==> src/rtl/shift_reg_univ.sv <==
// Universal shift register: parallel load plus SRL/SLL/SRA/ROR/ROL, one step per clock.
// Defining SHREG_SERIAL_IN_EN adds the ser_in_r/ser_in_l fill ports; without it, logical shifts fill with 0.
//
// state | meaning
// IDLE  | waiting for ld or start
// RUN   | executing one step per cycle until cnt reaches 1
module shift_reg_univ #(
    parameter int WIDTH = 8,
    parameter int AMT_W = 4
) (
    input  logic             clk,
    input  logic             rst_n,
    input  logic             ld,
    input  logic [WIDTH-1:0] d_in,
    input  logic             start,
    input  logic [2:0]       op,
    input  logic [AMT_W-1:0] amt,
`ifdef SHREG_SERIAL_IN_EN
    input  logic             ser_in_r,
    input  logic             ser_in_l,
`endif
    output logic [WIDTH-1:0] q,
    output logic             ser_out,
    output logic             busy,
    output logic             done
);

    localparam logic IDLE = 1'b0;
    localparam logic RUN  = 1'b1;

    localparam logic [2:0] OP_SRL = 3'd0;
    localparam logic [2:0] OP_SLL = 3'd1;
    localparam logic [2:0] OP_SRA = 3'd2;
    localparam logic [2:0] OP_ROR = 3'd3;
    localparam logic [2:0] OP_ROL = 3'd4;

    localparam logic [AMT_W-1:0] CNT_ZERO = '0;
    localparam logic [AMT_W-1:0] CNT_ONE  = AMT_W'(1);

    logic             state;
    logic [AMT_W-1:0] cnt;
    logic [2:0]       op_r;
    logic             fill_r;
    logic             fill_l;
    logic [WIDTH-1:0] step_q;
    logic             step_so;

    // Fill bits are read live on every step rather than captured at start.
`ifdef SHREG_SERIAL_IN_EN
    assign fill_r = ser_in_r;
    assign fill_l = ser_in_l;
`else
    assign fill_r = 1'b0;
    assign fill_l = 1'b0;
`endif

    always_comb begin
        step_q  = q;
        step_so = ser_out;
        case (op_r)
            OP_SRL: begin
                step_q  = {fill_r, q[WIDTH-1:1]};
                step_so = q[0];
            end
            OP_SLL: begin
                step_q  = {q[WIDTH-2:0], fill_l};
                step_so = q[WIDTH-1];
            end
            OP_SRA: begin
                step_q  = {q[WIDTH-1], q[WIDTH-1:1]};
                step_so = q[0];
            end
            OP_ROR: begin
                step_q  = {q[0], q[WIDTH-1:1]};
                step_so = q[0];
            end
            OP_ROL: begin
                step_q  = {q[WIDTH-2:0], q[WIDTH-1]};
                step_so = q[WIDTH-1];
            end
            default: begin
                step_q  = q;
                step_so = ser_out;
            end
        endcase
    end

    always_ff @(posedge clk or negedge rst_n) begin
        if (!rst_n) begin
            state   <= IDLE;
            cnt     <= CNT_ZERO;
            op_r    <= OP_SRL;
            q       <= '0;
            ser_out <= 1'b0;
            done    <= 1'b0;
        end else begin
            done <= 1'b0;
            case (state)
                IDLE: begin
                    if (ld) begin
                        q <= d_in;
                    end else if (start) begin
                        if (amt != CNT_ZERO) begin
                            op_r  <= op;
                            cnt   <= amt;
                            state <= RUN;
                        end else begin
                            done <= 1'b1;
                        end
                    end
                end
                RUN: begin
                    // ld aborts the command silently; start is ignored here.
                    if (ld) begin
                        q     <= d_in;
                        cnt   <= CNT_ZERO;
                        state <= IDLE;
                    end else begin
                        q       <= step_q;
                        ser_out <= step_so;
                        cnt     <= cnt - CNT_ONE;
                        if (cnt == CNT_ONE) begin
                            state <= IDLE;
                            done  <= 1'b1;
                        end
                    end
                end
                default: state <= IDLE;
            endcase
        end
    end

    assign busy = (state == RUN);

endmodule
==> config.mk <==
export PLATFORM = sky130hd
export DESIGN_NAME = shift_reg_univ
export DESIGN_NICKNAME = d
export VERILOG_FILES = /design/src/rtl/shift_reg_univ.sv
export SDC_FILE = /design/constraint.sdc
export NUM_CORES = 1
export LEC_CHECK = 0
export ABC_AREA = 0
export ABC_CLOCK_PERIOD_IN_PS = 3600
export BUFFER_PORTS_ARGS = -buffer_cell sky130_fd_sc_hd__clkbuf_2
export CORE_MARGIN = 3
export CORE_UTILIZATION = 33
export CTS_CLUSTER_DIAMETER = 150
export DETAILED_ROUTE_END_ITERATION = 16
export PLACE_DENSITY = 0.52
export SYNTH_ARGS = -nofsm -noshare
export SYNTH_HDL_FRONTEND = slang
export SYNTH_SLANG_ARGS = --single-unit
==> constraint.sdc <==
create_clock -name clk -period 3.6 [get_ports clk]
set_clock_uncertainty 0.05 [all_clocks]
set_input_delay 0.18 -clock clk [delete_from_list [all_inputs] [get_ports clk]]
set_output_delay 0.18 -clock clk [all_outputs]
set_load 0.01 [all_outputs]
==> flow_summary.json, run 1 <==
{
  "port_buffer_cells": 29,
  "setup-tns-final_ns": 0,
  "run_status": "complete, no violations",
  "route.antenna.remaining_nets": 0,
  "dieWidth_microns": 61.6,
  "timing.fmax_mhz": 619,
  "cts_tree": "built",
  "critPathRequiredTime_ns": 3.77,
  "clkTransAtPathRegs_ns": 0.10,
  "netlist_area_sq_um": 1020,
  "maximum_number_of_pins_on_one_net_before_global_route_repair": 19,
  "mostFrequentLayoutCell": "sky130_fd_sc_hd__clkbuf_2",
  "final_cell_area_sq_um": 1220,
  "gpl.final_weighted_congestion": 0.783,
  "hold_class": "input port to flop",
  "timing.final.setup_violations": 0,
  "cap_viol_max_count": 0,
  "critical_path_arrival_ns": 1.79,
  "rsz_0062_raised_after_global_routing": "false",
  "initial_antenna_violation_count": 0,
  "power.density_cell_area_nw_per_um2": 589,
  "synth_nets": 115,
  "timing_hold_violations_final": 0,
  "timing.critical_path.from_type": "flop",
  "detailedRoute.firstIterationViolations": 47,
  "post-cts-setup-buffers": 0,
  "place_area_sq_um": 1170,
  "critical_path.n_buffers_inverters": 0,
  "worst_path_dominant_cell_family": "flip-flops",
  "cpPeakStageDelay_ns": 0.62,
  "post-route-min-period_ns": 1.61,
  "clock_network_latency_to_the_later_pin_of_the_worst_skew_pair_ns": 0.29,
  "pleak_nw": 0.554,
  "cp_slowest_cell": "sky130_fd_sc_hd__dfrtp_1",
  "via_count_of_the_first_global_routing_pass": 747,
  "drive_gt1_share_pct": 35.0,
  "detailroute.via_count": 836,
  "clock_sink_count": 18,
  "grt_first_pass_wirelength_microns": 3660,
  "fp.coreArea_sq_um": 2850,
  "critical_path_class": "flop to flop",
  "std_cell_rows": 19,
  "maxSlewViolCount": 0,
  "areaGrowthSynthToFinish_pct": 19.6,
  "yosys_register_bits": 18,
  "chip_height_microns": 61.6,
  "cts_buffers": 3,
  "detail_route.drc_violations": 0,
  "track_usage_pct": 13.2,
  "worstPathMaxFanout": 13,
  "timing.slew.headroom_pct": 69.8,
  "post_synth.cell_area_avg_sq_um": 10.8,
  "drt-pass1-iter-count": 7,
  "die_area_sq_um": 3790,
  "critical_path.cell_chain": "nand2b_1 -> a21oi_2 -> a222oi_1 -> a21oi_1",
  "num-nets-final": 145,
  "critPathCaptureType": "flop",
  "wl_per_cell_microns": 14.9,
  "power.ir.vdd_worst_mv": 0.235,
  "cts-root-to-sink-buffers": 2,
  "syn-instance-count": 94,
  "initial_core_util_pct": 35.7,
  "insertedDiodeCount": 0,
  "yosys.cell_types.count": 32,
  "ctsRootBufferMaster": "sky130_fd_sc_hd__clkbuf_4",
  "yosys_warnings": 0,
  "final.period_utilization_pct": 44.9,
  "detail_route.vias_per_cell": 5.43,
  "h_tree_levels": 1,
  "grt_overflow": 0,
  "drt_total_wl_microns": 2290,
  "slew_of_the_pin_with_the_lowest_slew_margin_ns": 0.453,
  "io_pins": 30,
  "most_frequent_cells_in_the_layout": "sky130_fd_sc_hd__clkbuf_2, sky130_fd_sc_hd__dfrtp_1, sky130_fd_sc_hd__a21oi_1",
  "dp.final_hpwl_microns": 1730,
  "synth_sequential_area_ratio_pct": 44.2
}
[tightest hold or removal path, delay by kind of cell]
family	cells	cell delay [ns]
compound gates	1	0.05
buf+inv	1	0.08
simple gates	1	0.04
[kinds of logic (layout without fill, tap and decap cells)]
group | count (synthesis) | count (layout) | share of synthesized area, %
buffers and inverters | 10 | 39 | 4.78
muxes | 9 | 9 | 10.3
DFF | 18 | 18 | 44.2
and+or+nand+nor | 21 | 21 | 15.0
AOI/OAI and AO/OA | 31 | 31 | 20.7
adders and majority gates | 2 | 2 | 2.45
xor gates and xnor gates | 3 | 3 | 2.58
[cell type report]
| cell class | count | area, sq um |
|---|---|---|
| fill | 299 | 1630 |
| multi-input combinational | 66 | 520 |
| sequential | 18 | 450 |
| timing repair buffer | 30 | 155 |
| tap | 31 | 38.8 |
| clock buffer | 4 | 36.3 |
| inverter | 5 | 18.8 |
[path summary, 6_finish.rpt]
check | from | to | slack, ns | cells after the start
min in group asynchronous | rst_n | done | 0.30 | 2
min | d_in[7] | q[7] | 0.04 | 3
max reg2reg | busy | q[3] | 1.99 | 4
max in group asynchronous | rst_n | q[1] | 2.89 | 2
max | busy | q[3] | 1.99 | 4
min reg2reg | cnt[0] | cnt[0] | 0.53 | 1
[flip-flops by register name (all words and copies together), names as in the netlist]
register  flops
q             8
cnt           4
op_r          3
busy          1
done          1
ser_out       1
[per-stage QoR]
stage	utilization, %	std cells	hold slack, ns	setup slack (ns)	power [mW]
2_1_floorplan	-	94	-0.166	2.19	0.517
3_3_place_gp	41.1	149	0.107	2.02	0.603
3_5_place_dp	41.1	149	0.104	2.01	0.600
4_1_cts	42.8	154	0.0329	1.98	0.729
5_1_grt	42.8	154	0.0419	1.83	0.775
6_report	42.8	154	0.0402	1.99	0.719
[timing repair]
item | 4_1_cts | 5_1_grt
resized for setup | 0 | 0
hold buffers | 1 | 0
endpoints found under the hold margin | 18 | 0
[cells in the mapped netlist (all sizes together)]
cell type / n / area share [%]
buf: 5 / 2.9
and2: 1 / 0.74
o21bai: 1 / 0.74
nor3: 1 / 0.49
a221o: 1 / 0.98
o31ai: 1 / 0.74
nor4: 1 / 2.1
a21o: 1 / 0.86
a21oi: 12 / 6.3
a222oi: 5 / 4.9
xnor2: 2 / 1.7
nand2: 3 / 1.1
mux2i: 6 / 5.9
nand3b: 1 / 0.74
and4: 1 / 1.1
o22ai: 6 / 3.7
xor2: 1 / 0.86
inv: 5 / 1.8
nor3b: 3 / 3.3
nor2: 6 / 2.2
nor2b: 2 / 2.0
a32oi: 1 / 0.86
ha: 2 / 2.5
nand2b: 2 / 1.2
o21ai: 1 / 0.49
a31oi: 2 / 1.2
mux2: 3 / 4.4
dfrtp: 18 / 44
[routing by layer]
layer | track usage [%] | routed length (microns)
met1 | 19.6 | 1100
met2 | 18.1 | 987
met3 | 5.03 | 181
met4 | 2.73 | 14
met5 | 0 | 0
[where the power goes]
part           switching, mW  total (mW)  internal [mW]
clock                 0.0619       0.124         0.0616
sequential            0.0767       0.336          0.260
combinational          0.129       0.259          0.130
total                  0.267       0.719          0.452
No activity file was read; power rests on OpenSTA's default activity.
==> run 2, diff against run 1 <==
==> config.mk (replaced) <==
export PLATFORM = sky130hd
export DESIGN_NAME = shift_reg_univ
export DESIGN_NICKNAME = d
export VERILOG_FILES = /design/src/rtl/shift_reg_univ.sv
export SDC_FILE = /design/constraint.sdc
export NUM_CORES = 1
export LEC_CHECK = 0
export ABC_AREA = 1
export ABC_CLOCK_PERIOD_IN_PS = 1400
export BUFFER_PORTS_ARGS = -buffer_cell sky130_fd_sc_hd__clkbuf_2
export CORE_MARGIN = 3
export CORE_UTILIZATION = 33
export CTS_CLUSTER_DIAMETER = 150
export DETAILED_ROUTE_END_ITERATION = 16
export PLACE_DENSITY = 0.54
export SYNTH_ARGS = -nofsm -noshare
export SYNTH_HDL_FRONTEND = slang
export SYNTH_SLANG_ARGS = --single-unit
==> constraint.sdc (replaced) <==
create_clock -name clk -period 1.4 [get_ports clk]
set_clock_uncertainty 0.05 [all_clocks]
set_input_delay 0.07 -clock clk [delete_from_list [all_inputs] [get_ports clk]]
set_output_delay 0.07 -clock clk [all_outputs]
set_load 0.01 [all_outputs]
==> flow_summary.json, run 2 <==
{
  "yosys.cell_types.count": 20,
  "final.fill_count": 351,
  "worst_hold_slack_ns": 0.00809,
  "worstReg2RegEnd": "cnt[2]",
  "port_buffer_cells": 29,
  "yosys-top-cells-area": "sky130_fd_sc_hd__dfrtp_1, sky130_fd_sc_hd__nand3_1, sky130_fd_sc_hd__nand2_1, sky130_fd_sc_hd__inv_1, sky130_fd_sc_hd__a21oi_1",
  "post_synth.cell_area_avg_sq_um": 7.35,
  "maxSlewViolCount": 0,
  "hold_class": "input port to flop",
  "netSwitchingFraction_pct": 42.2,
  "multi_input_area_sq_um": 604,
  "largest_reg_flops": 8,
  "regToRegStartpoint": "busy",
  "timing.slew.headroom_pct": 68.1,
  "critical_path.cell_chain": "inv_2 -> nor2_4 -> buf_4 -> nand2_1 -> o22ai_1 -> nand2_1 -> o21ai_1",
  "rsz_0062_raised_after_global_routing": "true",
  "cp_slowest_cell": "sky130_fd_sc_hd__dfrtp_2",
  "synth_edf_count": 0,
  "areaGrowthSynthToFinish_pct": 35.8,
  "cts_buffers": 3,
  "clock_network_latency_to_the_later_pin_of_the_worst_skew_pair_ns": 0.30,
  "critical_path_arrival_ns": 1.52,
  "synth_sequential_area_ratio_pct": 41.1,
  "dp.final_hpwl_microns": 2080,
  "synth_nets": 170,
  "synth_top_flop_cell": "sky130_fd_sc_hd__dfrtp_1",
  "slew_of_the_pin_with_the_lowest_slew_margin_ns": 0.478,
  "drt-pass1-iter-count": 4,
  "critical_path.n_buffers_inverters": 2,
  "power.density_cell_area_nw_per_um2": 1290,
  "wl_per_cell_microns": 12.3,
  "asyncSetResetFlopFracSynth_pct": 100,
  "grt_overflow": 0,
  "cts-root-to-sink-buffers": 2,
  "worst-r2r-setup-slack_ns": 0.07,
  "critPathRequiredTime_ns": 1.58,
  "clkPwrFrac_pct": 14.0,
  "detailedRoute.firstIterationViolations": 65,
  "seq_power_share_pct": 42.1,
  "critical_path_class": "flop to flop",
  "clkTransAtPathRegs_ns": 0.10,
  "dieWidth_microns": 63.6,
  "worst_path_dominant_cell_family": "flip-flops",
  "final.period_utilization_pct": 95.3,
  "final_cell_area_sq_um": 1490,
  "route.antenna.remaining_nets": 0,
  "worst_hold_path.num_cells": 3,
  "grt_first_pass_wirelength_microns": 4750,
  "post-route-min-period_ns": 1.33,
  "initial_core_util_pct": 35.3,
  "r2r_cells": 7,
  "power.ir.vdd_worst_mv": 0.416,
  "p_int_mw": 1.10,
  "pleak_nw": 0.744,
  "gpl.final_weighted_congestion": 0.911,
  "cap_viol_max_count": 0,
  "yosys_warnings": 0,
  "detailroute.via_count": 1132,
  "ff_latch_area_sq_um": 454,
  "critPathCaptureType": "flop",
  "cts_tree": "built",
  "yosys_register_bits": 18,
  "timing.critical_path.from_type": "flop",
  "worstPathMaxFanout": 9,
  "power.net_switching_mw": 0.806,
  "insertedDiodeCount": 0,
  "most_frequent_cells_in_the_layout": "sky130_fd_sc_hd__nand2_1, sky130_fd_sc_hd__clkbuf_2, sky130_fd_sc_hd__nand3_1, sky130_fd_sc_hd__inv_1, sky130_fd_sc_hd__dfrtp_1",
  "track_usage_pct": 14.9,
  "place_area_sq_um": 1290,
  "synth.top_cells.by_count": "sky130_fd_sc_hd__nand2_1, sky130_fd_sc_hd__nand3_1, sky130_fd_sc_hd__dfrtp_1, sky130_fd_sc_hd__inv_1, sky130_fd_sc_hd__nor2_1",
  "fp.coreArea_sq_um": 3100,
  "die_area_sq_um": 4040,
  "num-nets-final": 214,
  "yosysTopAreaCell": "sky130_fd_sc_hd__dfrtp_1",
  "std_cell_rows": 20,
  "maximum_number_of_pins_on_one_net_before_global_route_repair": 19,
  "chip_height_microns": 63.6,
  "synth_most_common_cell": "sky130_fd_sc_hd__nand2_1",
  "cpPeakStageDelay_ns": 0.43,
  "max_flop_register": "q",
  "power.share.combinational_pct": 44.0,
  "drt_total_wl_microns": 2900,
  "h_tree_levels": 1,
  "biggestRegsByFlops": "q (8), cnt (4), op_r (3)",
  "drive_gt1_share_pct": 30.9,
  "min_from": "d_in[3]",
  "initial_antenna_violation_count": 0,
  "post-synth-top-area-fraction_pct": 41.1,
  "detail_route.vias_per_cell": 4.82,
  "timing_hold_violations_final": 0,
  "ctsRootBufferMaster": "sky130_fd_sc_hd__clkbuf_4",
  "clock_sink_count": 18,
  "detail_route.drc_violations": 0,
  "timing.fmax_mhz": 749,
  "critical_path.most_common_cell": "sky130_fd_sc_hd__nand2_1",
  "timing.final.setup_violations": 0,
  "io_pins": 30,
  "netlist_area_sq_um": 1090,
  "min_to": "q[3]",
  "syn-instance-count": 149,
  "run_status": "complete, no violations",
  "via_count_of_the_first_global_routing_pass": 1015
}
## run 2: worst max-delay path by stage
stage / endpoint / from / depth (start not counted)
final: cnt[2] / busy / 7
after global routing: q[2] / op_r[0] / 6
after CTS: q[0] / op_r[1] / 5
after detailed placement: q[0] / op_r[1] / 5
after global placement: q[0] / op_r[1] / 5
after floorplan: q[0] / busy / 6
## run 2: cell type report
cell class | count | share of cell area (%)
multi-input cells | 108 | 40.7
well taps | 44 | 3.70
repair buffers | 40 | 17.0
inverters | 22 | 6.57
flip-flops and latches | 18 | 30.6
clock buffers | 3 | 1.52
## run 2: cell families after synthesis
logic type	after synthesis	synth area share [%]
flops	18	41.1
fa+ha+maj	2	2.29
simple gates	76	32.6
compound gates	30	15.8
buf+inv	23	8.23
## run 2: power groups by stage
stage	clock network [mW]	registers (mW)	logic (mW)
after detailed placement	0	0.800	0.710
after CTS	0.273	0.789	0.723
after global routing	0.311	0.824	0.947
final	0.267	0.803	0.840
after floorplan	0	0.810	0.458
after global placement	0	0.793	0.711
## run 2: worst min-delay path: stages
cell                       delay [ns]
sky130_fd_sc_hd__clkbuf_2        0.08
sky130_fd_sc_hd__o21ai_1         0.11
sky130_fd_sc_hd__a21oi_1         0.07
## run 2: layer usage
layer / part of all wire, % / track usage, %
met2: 45 / 21.3
met3: 6.3 / 3.03
met5: 0 / 0
met1: 47 / 21.8
met4: 1.6 / 5.66
## run 2: timing repair
item                       4_1_cts  5_1_grt
resized for setup                0       17
hold buffers                     4        1
buffers inserted                 0        5
setup endpoints to repair        0       12
hold endpoints to repair        21        1
## run 2: per-stage QoR
stage | TNS [ns] | utilization (%) | instances | total power [mW] | setup WS, ns
floorplan | 0 | - | 149 | 1.27 | 0.140
global placement | 0 | 41.7 | 222 | 1.50 | 0.0389
detailed placement | 0 | 41.7 | 222 | 1.51 | 0.0381
CTS | 0 | 43.8 | 229 | 1.79 | 0.0204
global route | -0.0232 | 47.9 | 235 | 2.08 | -0.0101
finish | 0 | 47.9 | 235 | 1.91 | 0.0656
